File: src/rtl/stream_fifo_level.sv
// stream_fifo_level: valid/ready FIFO of any depth with an exact occupancy
// count, runtime almost-full/almost-empty flags, a high-water mark and a
// synchronous flush. Storage is a distributed (combinational-read) memory,
// optionally followed by a one-entry output register.
module stream_fifo_level #(
  parameter logic        CLOCK_INFO        = 1'b0,
  parameter string       TECHNOLOGY        = "STD_TECHNOLOGY_FPGA_XILINX",
  parameter int unsigned DEPTH             = 16,
  parameter type         T                 = logic,
  parameter bit          OUTPUT_REGISTERED = 1'b1,
  localparam int unsigned CW               = $clog2(DEPTH + 1),
  localparam int unsigned PW               = $clog2(DEPTH)
) (
  input  logic          i_clk,
  input  logic          i_rst_n,
  // write stream
  input  logic          i_in_valid,
  output logic          o_in_ready,
  input  T              i_in_payload,
  // read stream
  output logic          o_out_valid,
  input  logic          i_out_ready,
  output T              o_out_payload,
  // control and telemetry
  input  logic          i_flush,
  input  logic [CW-1:0] i_almost_full_threshold,
  input  logic [CW-1:0] i_almost_empty_threshold,
  output logic [CW-1:0] o_count,
  output logic          o_almost_full,
  output logic          o_almost_empty,
  output logic [CW-1:0] o_high_water
);

  T              r_mem [DEPTH];
  logic [PW-1:0] r_wptr;
  logic [PW-1:0] r_rptr;
  logic [CW-1:0] r_count;
  logic          r_ready_en;
  logic          r_af;
  logic          r_ae;
  logic [CW-1:0] r_hw;

  logic          w_in_fire;
  logic          w_out_fire;
  logic          w_pop;
  logic [PW-1:0] w_wptr_next;
  logic [PW-1:0] w_rptr_next;
  logic [CW-1:0] w_count_next;
  logic [CW-1:0] w_hw_next;

  // Write side accepts only from registered state and flush
  assign o_in_ready = r_ready_en & ~i_flush & (r_count < CW'(DEPTH));
  assign w_in_fire  = i_in_valid & o_in_ready;
  assign w_out_fire = o_out_valid & i_out_ready;

  if (OUTPUT_REGISTERED) begin : g_oreg
    logic r_ov;
    T     r_oq;
    logic w_mem_nonempty;

    // count includes the output register, so memory occupancy is count - r_ov
    assign w_mem_nonempty = (r_count != CW'(r_ov));
    assign w_pop          = w_mem_nonempty & (~r_ov | w_out_fire);
    assign o_out_valid    = r_ov & ~i_flush;
    assign o_out_payload  = r_oq;

    // Output register occupancy
    always_ff @(posedge i_clk or negedge i_rst_n) begin
      if (!i_rst_n) begin
        r_ov <= 1'b0;
      end else if (i_flush) begin
        r_ov <= 1'b0;
      end else if (w_pop) begin
        r_ov <= 1'b1;
      end else if (w_out_fire) begin
        r_ov <= 1'b0;
      end
    end

    // Output register data, loaded from the head of memory
    always_ff @(posedge i_clk) begin
      if (w_pop) begin
        r_oq <= r_mem[r_rptr];
      end
    end
  end else begin : g_ocomb
    assign w_pop         = w_out_fire;
    assign o_out_valid   = (r_count != '0) & ~i_flush;
    assign o_out_payload = r_mem[r_rptr];
  end

  // Pointer wrap for arbitrary depth, next count and high-water mark
  always_comb begin
    w_wptr_next  = (r_wptr == PW'(DEPTH - 1)) ? '0 : r_wptr + PW'(1);
    w_rptr_next  = (r_rptr == PW'(DEPTH - 1)) ? '0 : r_rptr + PW'(1);
    w_count_next = r_count + CW'(w_in_fire) - CW'(w_out_fire);
    if (i_flush) begin
      w_count_next = '0;
    end
    w_hw_next = (w_count_next > r_hw) ? w_count_next : r_hw;
    if (i_flush) begin
      w_hw_next = '0;
    end
  end

  // Storage write port
  always_ff @(posedge i_clk) begin
    if (w_in_fire) begin
      r_mem[r_wptr] <= i_in_payload;
    end
  end

  // Control state: ready enable, pointers, count and level flags
  always_ff @(posedge i_clk or negedge i_rst_n) begin
    if (!i_rst_n) begin
      r_ready_en <= 1'b0;
      r_count    <= '0;
      r_wptr     <= '0;
      r_rptr     <= '0;
      r_af       <= 1'b0;
      r_ae       <= 1'b1;
      r_hw       <= '0;
    end else begin
      r_ready_en <= 1'b1;
      r_count    <= w_count_next;
      if (i_flush) begin
        r_wptr <= '0;
        r_rptr <= '0;
      end else begin
        if (w_in_fire) begin
          r_wptr <= w_wptr_next;
        end
        if (w_pop) begin
          r_rptr <= w_rptr_next;
        end
      end
      r_af <= (w_count_next >= i_almost_full_threshold);
      r_ae <= (w_count_next <= i_almost_empty_threshold);
      r_hw <= w_hw_next;
    end
  end

  assign o_count        = r_count;
  assign o_almost_full  = r_af;
  assign o_almost_empty = r_ae;
  assign o_high_water   = r_hw;

endmodule

File: config.mk
export PLATFORM = sky130hd
export DESIGN_NAME = stream_fifo_level
export DESIGN_NICKNAME = d
export VERILOG_FILES = /design/src/rtl/stream_fifo_level.sv
export SDC_FILE = /design/constraint.sdc
export NUM_CORES = 1
export LEC_CHECK = 0
export BUFFER_PORTS_ARGS = -buffer_cell sky130_fd_sc_hd__buf_2
export CAP_MARGIN = 25
export CORE_MARGIN = 1
export CORE_UTILIZATION = 57
export CTS_CLUSTER_DIAMETER = 150
export DETAILED_ROUTE_END_ITERATION = 12
export PLACE_DENSITY = 0.79
export SYNTH_ARGS = -nofsm -noshare
export SYNTH_HDL_FRONTEND = slang
export SYNTH_SLANG_ARGS = --single-unit
File: constraint.sdc
create_clock -name i_clk -period 4.3 [get_ports i_clk]
set_input_delay 0.215 -clock i_clk [delete_from_list [all_inputs] [get_ports i_clk]]
set_output_delay 0.215 -clock i_clk [all_outputs]
set_load 0.01 [all_outputs]
; Word level (Yosys, flattened, before mapping)
; Memory sizes are Yosys's and may differ from the RTL's. A register that Yosys moved wholly into a read port is not among the register bits.
; Cells that the tools add are included.
[op_classes]
addsub = 4
n_lt_le_gt_ge = 4
eq_ne = 3
muxes = 14
n_bitwise = 9
reduce_logical = 4
[ops]
columns = operator, n
row1 = $mux 4, 6
row2 = $mux 5, 3
row3 = $add 4x1->4 const B, 2
row4 = $eq 4x4->1 const B, 2
row5 = $and 1x1->1, 6
row6 = $reduce_bool 2->1, 3
row7 = $add 5x1->5, 1
row8 = $ge 5x5->1, 1
row9 = $gt 5x5->1, 1
row10 = $le 5x5->1, 1
row11 = $lt 5x5->1 const B, 1
row12 = $mux 1, 5
row13 = $ne 5x1->1, 1
row14 = $sub 5x1->5, 1
row15 = $reduce_bool 3->1, 1
row16 = $not 1->1, 2
row17 = $or 1x1->1, 1
[word_totals]
regBits = 22
mem_bits_rw = 16
in_bits = 16
mem_count = 1
[memory_table]
columns = memory, depth, width, read_ports, rd_clocked_by_memory_dff, wr, line_no
row1 = r_mem, 16, 1, 1, 1, 1, 34  ; T r_mem [DEPTH];

; Logic depth before layout (Yosys ltp)
[logic_depth]
depth_word = 10
depth_mapped = 18

; Worst setup path after synthesis
; Ideal clock, no wire load.
[synth_timing]
path_kind = register to register
start = register r_count[4], in the netlist o_count[4]
end = register r_hw[2], in the netlist o_high_water[2]
setup_time_ps = 120
arrival_time_ps = 3727
setup_slack_ps = 453
path_stages_with_launch = 19
path_buffers = 1
path_cell_list = dfrtp_1 -> nor3b_1 -> and2_1 -> buf_2 -> inv_1 -> ha_1 -> inv_1 -> ha_1 -> fa_1 -> a21oi_1 -> o21bai_1 -> xnor2_1 -> nor2_1 -> ha_1 -> a21oi_1 -> o221ai_1 -> o21ai_1 -> nor3_1 -> a31o_2
[synth_via]
elab_chain_len = 8
[synth_lines]
columns = item, line_no
row1 = "start, declared", 37  ; logic [CW-1:0] r_count;
row2 = "start signal, assigned", 125  ; r_count <= w_count_next;
row3 = $lt 5x5->1, 52  ; assign o_in_ready = r_ready_en & ~i_flush & (r_count < CW'(DEPTH));
row4 = $and 1x1->1, 52
row5 = named net o_in_ready, 18  ; output logic o_in_ready,
row6 = $and 1x1->1, 53  ; assign w_in_fire = i_in_valid & o_in_ready;
row7 = $add 5x1->5, 96  ; w_count_next = r_count + CW'(w_in_fire) - CW'(w_out_fire);
row8 = $sub 5x1->5, 96
row9 = $mux 5, 97  ; if (i_flush) begin
row10 = named net w_count_next[4], 48  ; logic [CW-1:0] w_count_next;
row11 = $gt 5x5->1, 100  ; w_hw_next = (w_count_next > r_hw) ? w_count_next : r_hw;
row12 = $reduce_bool 2->1 (no source line), -
row13 = "end signal, assigned", 139  ; r_hw <= w_hw_next;
row14 = "end, declared", 41  ; logic [CW-1:0] r_hw;
; The timed path passes the listed nets, and every way through them passes these cells. The select of a mux whose other input is x is not followed.
; A chain may end at the register's enable or synchronous reset.

; Worst setup path after layout
[layout_timing]
start = register r_count[4], in the netlist o_count[4]
end = register r_hw[4], in the netlist o_high_water[4]
[layout_via]
elab_chain_len = 8
[layout_lines]
columns = item, line_no
row1 = $lt 5x5->1, 52
row2 = $and 1x1->1, 52
row3 = $and 1x1->1, 53
row4 = $add 5x1->5 *, 96
row5 = $sub 5x1->5 *, 96
row6 = $mux 5 *, 97
row7 = named net w_count_next[4], 48
row8 = $gt 5x5->1 or $mux 5 (tied branches), 100
row9 = $reduce_bool 2->1 (no source line) or $mux 5 (tied branches), -
; The timed path passes the listed nets; every way through them passes the cells marked *. The select of a mux whose other input is x is not followed.

==> impl_metrics.env <==
export IMPL_status="completed"
export IMPL_die_h_um=64.98
export IMPL_internal_power_w=0.0009036
export IMPL_clk_insertion_delay_late_ns=0.29
export IMPL_switching_power_w=0.0005841
export IMPL_drt_initial_drc_count=101
export IMPL_rows=22
export IMPL_final_common_cell="buf_2"
export IMPL_total_power_w=0.001488
export IMPL_arrival_ns=4.10
export IMPL_p_sw_share_pct=39.26
export IMPL_antenna_found_initial=0
export IMPL_period_minus_slack_ns=3.911
export IMPL_hold_violations=0
export IMPL_first_global_vias=1484
export IMPL_max_cap_violations=0
export IMPL_grt_pass1_wl_um=6782
export IMPL_die_width_um=64.98
export IMPL_comb_power_share_pct=47.8
export IMPL_cts_sinks=39
export IMPL_final_core_util_pct=68.32
export IMPL_area_delta_synth_final_pct=13.12
export IMPL_post_cts_buffers=0
export IMPL_synth_warning_count=0
export IMPL_finalSetupViolCount=0
export IMPL_path_class="reg2reg"
export IMPL_synthArstFlopShare_pct=56.41
export IMPL_initial_core_util_pct=60.39
export IMPL_grt_ovfl_total=0
export IMPL_port_buffers=30
export IMPL_grt_max_degree=23
export IMPL_crit_required_ns=4.49
export IMPL_gp_congestion=0.8267
export IMPL_antenna_left=0
export IMPL_cts_made_buffers=5
export IMPL_synth_edf_count=17
export IMPL_vias=1552
export IMPL_yosysUniqueCellTypes=41
export IMPL_powerDensity_mw_per_mm2=581.7
export IMPL_layout_drive_gt1_share_pct=18.41
export IMPL_drc_errors=0
export IMPL_startpoint_type="register"
export IMPL_post_drt_wl_per_cell_um=14.42
export IMPL_ys_seq_area_share_pct=46.98
export IMPL_finClkSkew_ns=0.008421
export IMPL_ys_seq_elements=39
export IMPL_synth_avg_cell_area_um2=11.08
export IMPL_io_pins=31
export IMPL_dp_hpwl_um=3089
export IMPL_drt_first_pass_iters=4
export IMPL_power_leakage_nw=1.222
export IMPL_cts_tree="yes"
export IMPL_pwr_share_seq_pct=35.1
export IMPL_cts_clk_slew_worst_paths_ns=0.07
export IMPL_core_area_mm2=0.003744
export IMPL_syn_inst=204
export IMPL_h_tree_depth=2
export IMPL_ir_worst_vdd_v=0.0003290
export IMPL_worst_pin_slew_ns=0.5207
export IMPL_tns_ns=0
export IMPL_fillers=273
export IMPL_track_usage_pct=22.02
export IMPL_routed_wl_um=4138
export IMPL_fin_hold_ws_ns=0.2845
export IMPL_synthesis_area_mm2=0.002261
export IMPL_antenna_cells=0
export IMPL_vias_per_cell=5.408
export IMPL_die_area_mm2=0.004222
export IMPL_cts_buffer_depth=2
export IMPL_hold_class="in2reg"
export IMPL_syn_num_nets=247
export IMPL_rsz0062_at_grt="false"
export IMPL_slew_headroom_pct=65.29
export IMPL_period_share_pct=90.95
export IMPL_root_buffer="clkbuf_8"
export IMPL_critPathMaxFanout=9
export IMPL_end_kind="register"
export IMPL_synth_ff_type="dfrtp_1"
export IMPL_clockPowerShare_pct=17.1
export IMPL_layout_common_cells="30 x buf_2, 26 x ha_1, 25 x inv_1"
export IMPL_max_freq_mhz=255.7
export IMPL_final_nets=281
export IMPL_slew_viol_final=0
## synthesized netlist by cell type, types with 2 or more instances
cell type | n | area share [%]
and3_1 | 8 | 2.2
nand2_1 | 8 | 1.3
nand2b_1 | 4 | 1.1
edfxtp_1 | 17 | 23
nor2_1 | 17 | 2.8
xor2_1 | 2 | 0.77
mux4_1 | 4 | 4.6
nand4_1 | 2 | 0.55
nor3_1 | 3 | 0.66
and2_1 | 10 | 2.8
a21o_1 | 2 | 0.66
inv_1 | 25 | 4.2
a31o_2 | 3 | 1.2
a21oi_1 | 9 | 2.0
mux2i_1 | 3 | 1.3
dfrtp_1 | 21 | 23
nor2b_1 | 4 | 1.1
o21ai_0 | 6 | 1.3
clkbuf_1 | 2 | 0.33
ha_1 | 26 | 14
xnor2_1 | 5 | 1.9
nand3_1 | 4 | 0.89
## flip-flops by register name (all words and copies together), names as in the netlist
register / flops
g_oreg.r_ov: 1
r_mem: 16
r_wptr: 4
r_rptr: 4
o_almost_empty: 1
o_count: 5
r_ready_en: 1
o_out_payload: 1
o_almost_full: 1
o_high_water: 5
## metal layers
metal | vias to the layer above | GRT usage, % | wire, um
met4 | 0 | 8.333 | 60
li1 | 778 | - | -
met2 | 45 | 32.81 | 1828
met5 | - | 0 | 0
met3 | 7 | 3.873 | 196
met1 | 722 | 31.90 | 2053
## power by group through the flow
| stage | sequential (W) | combinational, W | clock [W] |
|---|---|---|---|
| 3_5_place_dp | 0.000527 | 0.000689 | 0 |
| 5_1_grt | 0.000529 | 0.000806 | 0.000268 |
| 6_report | 0.000522 | 0.000712 | 0.000254 |
| 3_3_place_gp | 0.000526 | 0.000672 | 0 |
| 4_1_cts | 0.000521 | 0.000691 | 0.000259 |
| 2_1_floorplan | 0.000527 | 0.000519 | 0 |
## repair_timing
item / 4_1_cts / 5_1_grt
setup endpoints to repair: 0 / 5
endpoints found under the hold margin: 21 / 0
resized for setup: 0 / 2
hold buffers: 1 / 0
## area by class of cell
class                   instances  area, um2  share of cell area, %
clock inverters                 1      3.754                 0.1468
clock buffers                   7      86.33                  3.376
inverters                      25      93.84                  3.669
flip-flops and latches         39       1062                  41.54
well taps                      48      60.06                  2.348
repair buffers                 32      167.7                  6.556
multi-input cells             135       1084                  42.37
## worst max-delay path, stage by stage (launching register included)
cell and delay [ns]:
dfrtp_1 0.41, nor3b_1 0.29, and2_1 0.31, inv_1 0.13, ha_1 0.30, inv_1 0.04, ha_1 0.20, fa_1 0.40
a21oi_1 0.15, o21bai_1 0.09, xnor2_1 0.24, nor2_2 0.10, ha_1 0.33, nand4_1 0.14, o221ai_1 0.23, o21ai_2 0.17
a31o_2 0.28
## cell families after synthesis
logic type | Yosys count | share of synthesized area [%]
and+or+nand+nor | 62 | 14.06
DFF | 39 | 46.98
AOI/OAI and AO/OA | 30 | 8.468
buffers and inverters | 30 | 5.368
adders and majority gates | 27 | 15.27
muxes | 8 | 6.973
xor gates and xnor gates | 7 | 2.712
other | 1 | 0.1659
## path summary, 6_finish.rpt
| kind | to | cells past startpoint | slack, ns | startpoint |
|---|---|---|---|---|
| worst max-delay path | o_high_water[4] | 16 | 0.39 | o_count[4] |
| worst min-delay path | o_almost_empty | 4 | 0.28 | i_almost_empty_threshold[4] |
| worst max register to register | o_high_water[4] | 16 | 0.39 | o_count[4] |
| worst min register to register | o_high_water[2] | 1 | 0.56 | o_high_water[2] |
| max in group asynchronous | o_almost_empty | 2 | 3.52 | i_rst_n |
| min in group asynchronous | o_high_water[2] | 2 | 0.42 | i_rst_n |
## through the flow
step	setup slack (ns)	area, um2	instances
after CTS	0.1646	2551	287
after floorplan	0.4533	2261	204
after detailed placement	0.1601	2451	278
after global placement	0.3902	2451	278
after global routing	0.05308	2557	287
final	0.3893	2557	287
Note: power is estimated with default switching activity, not from simulation.
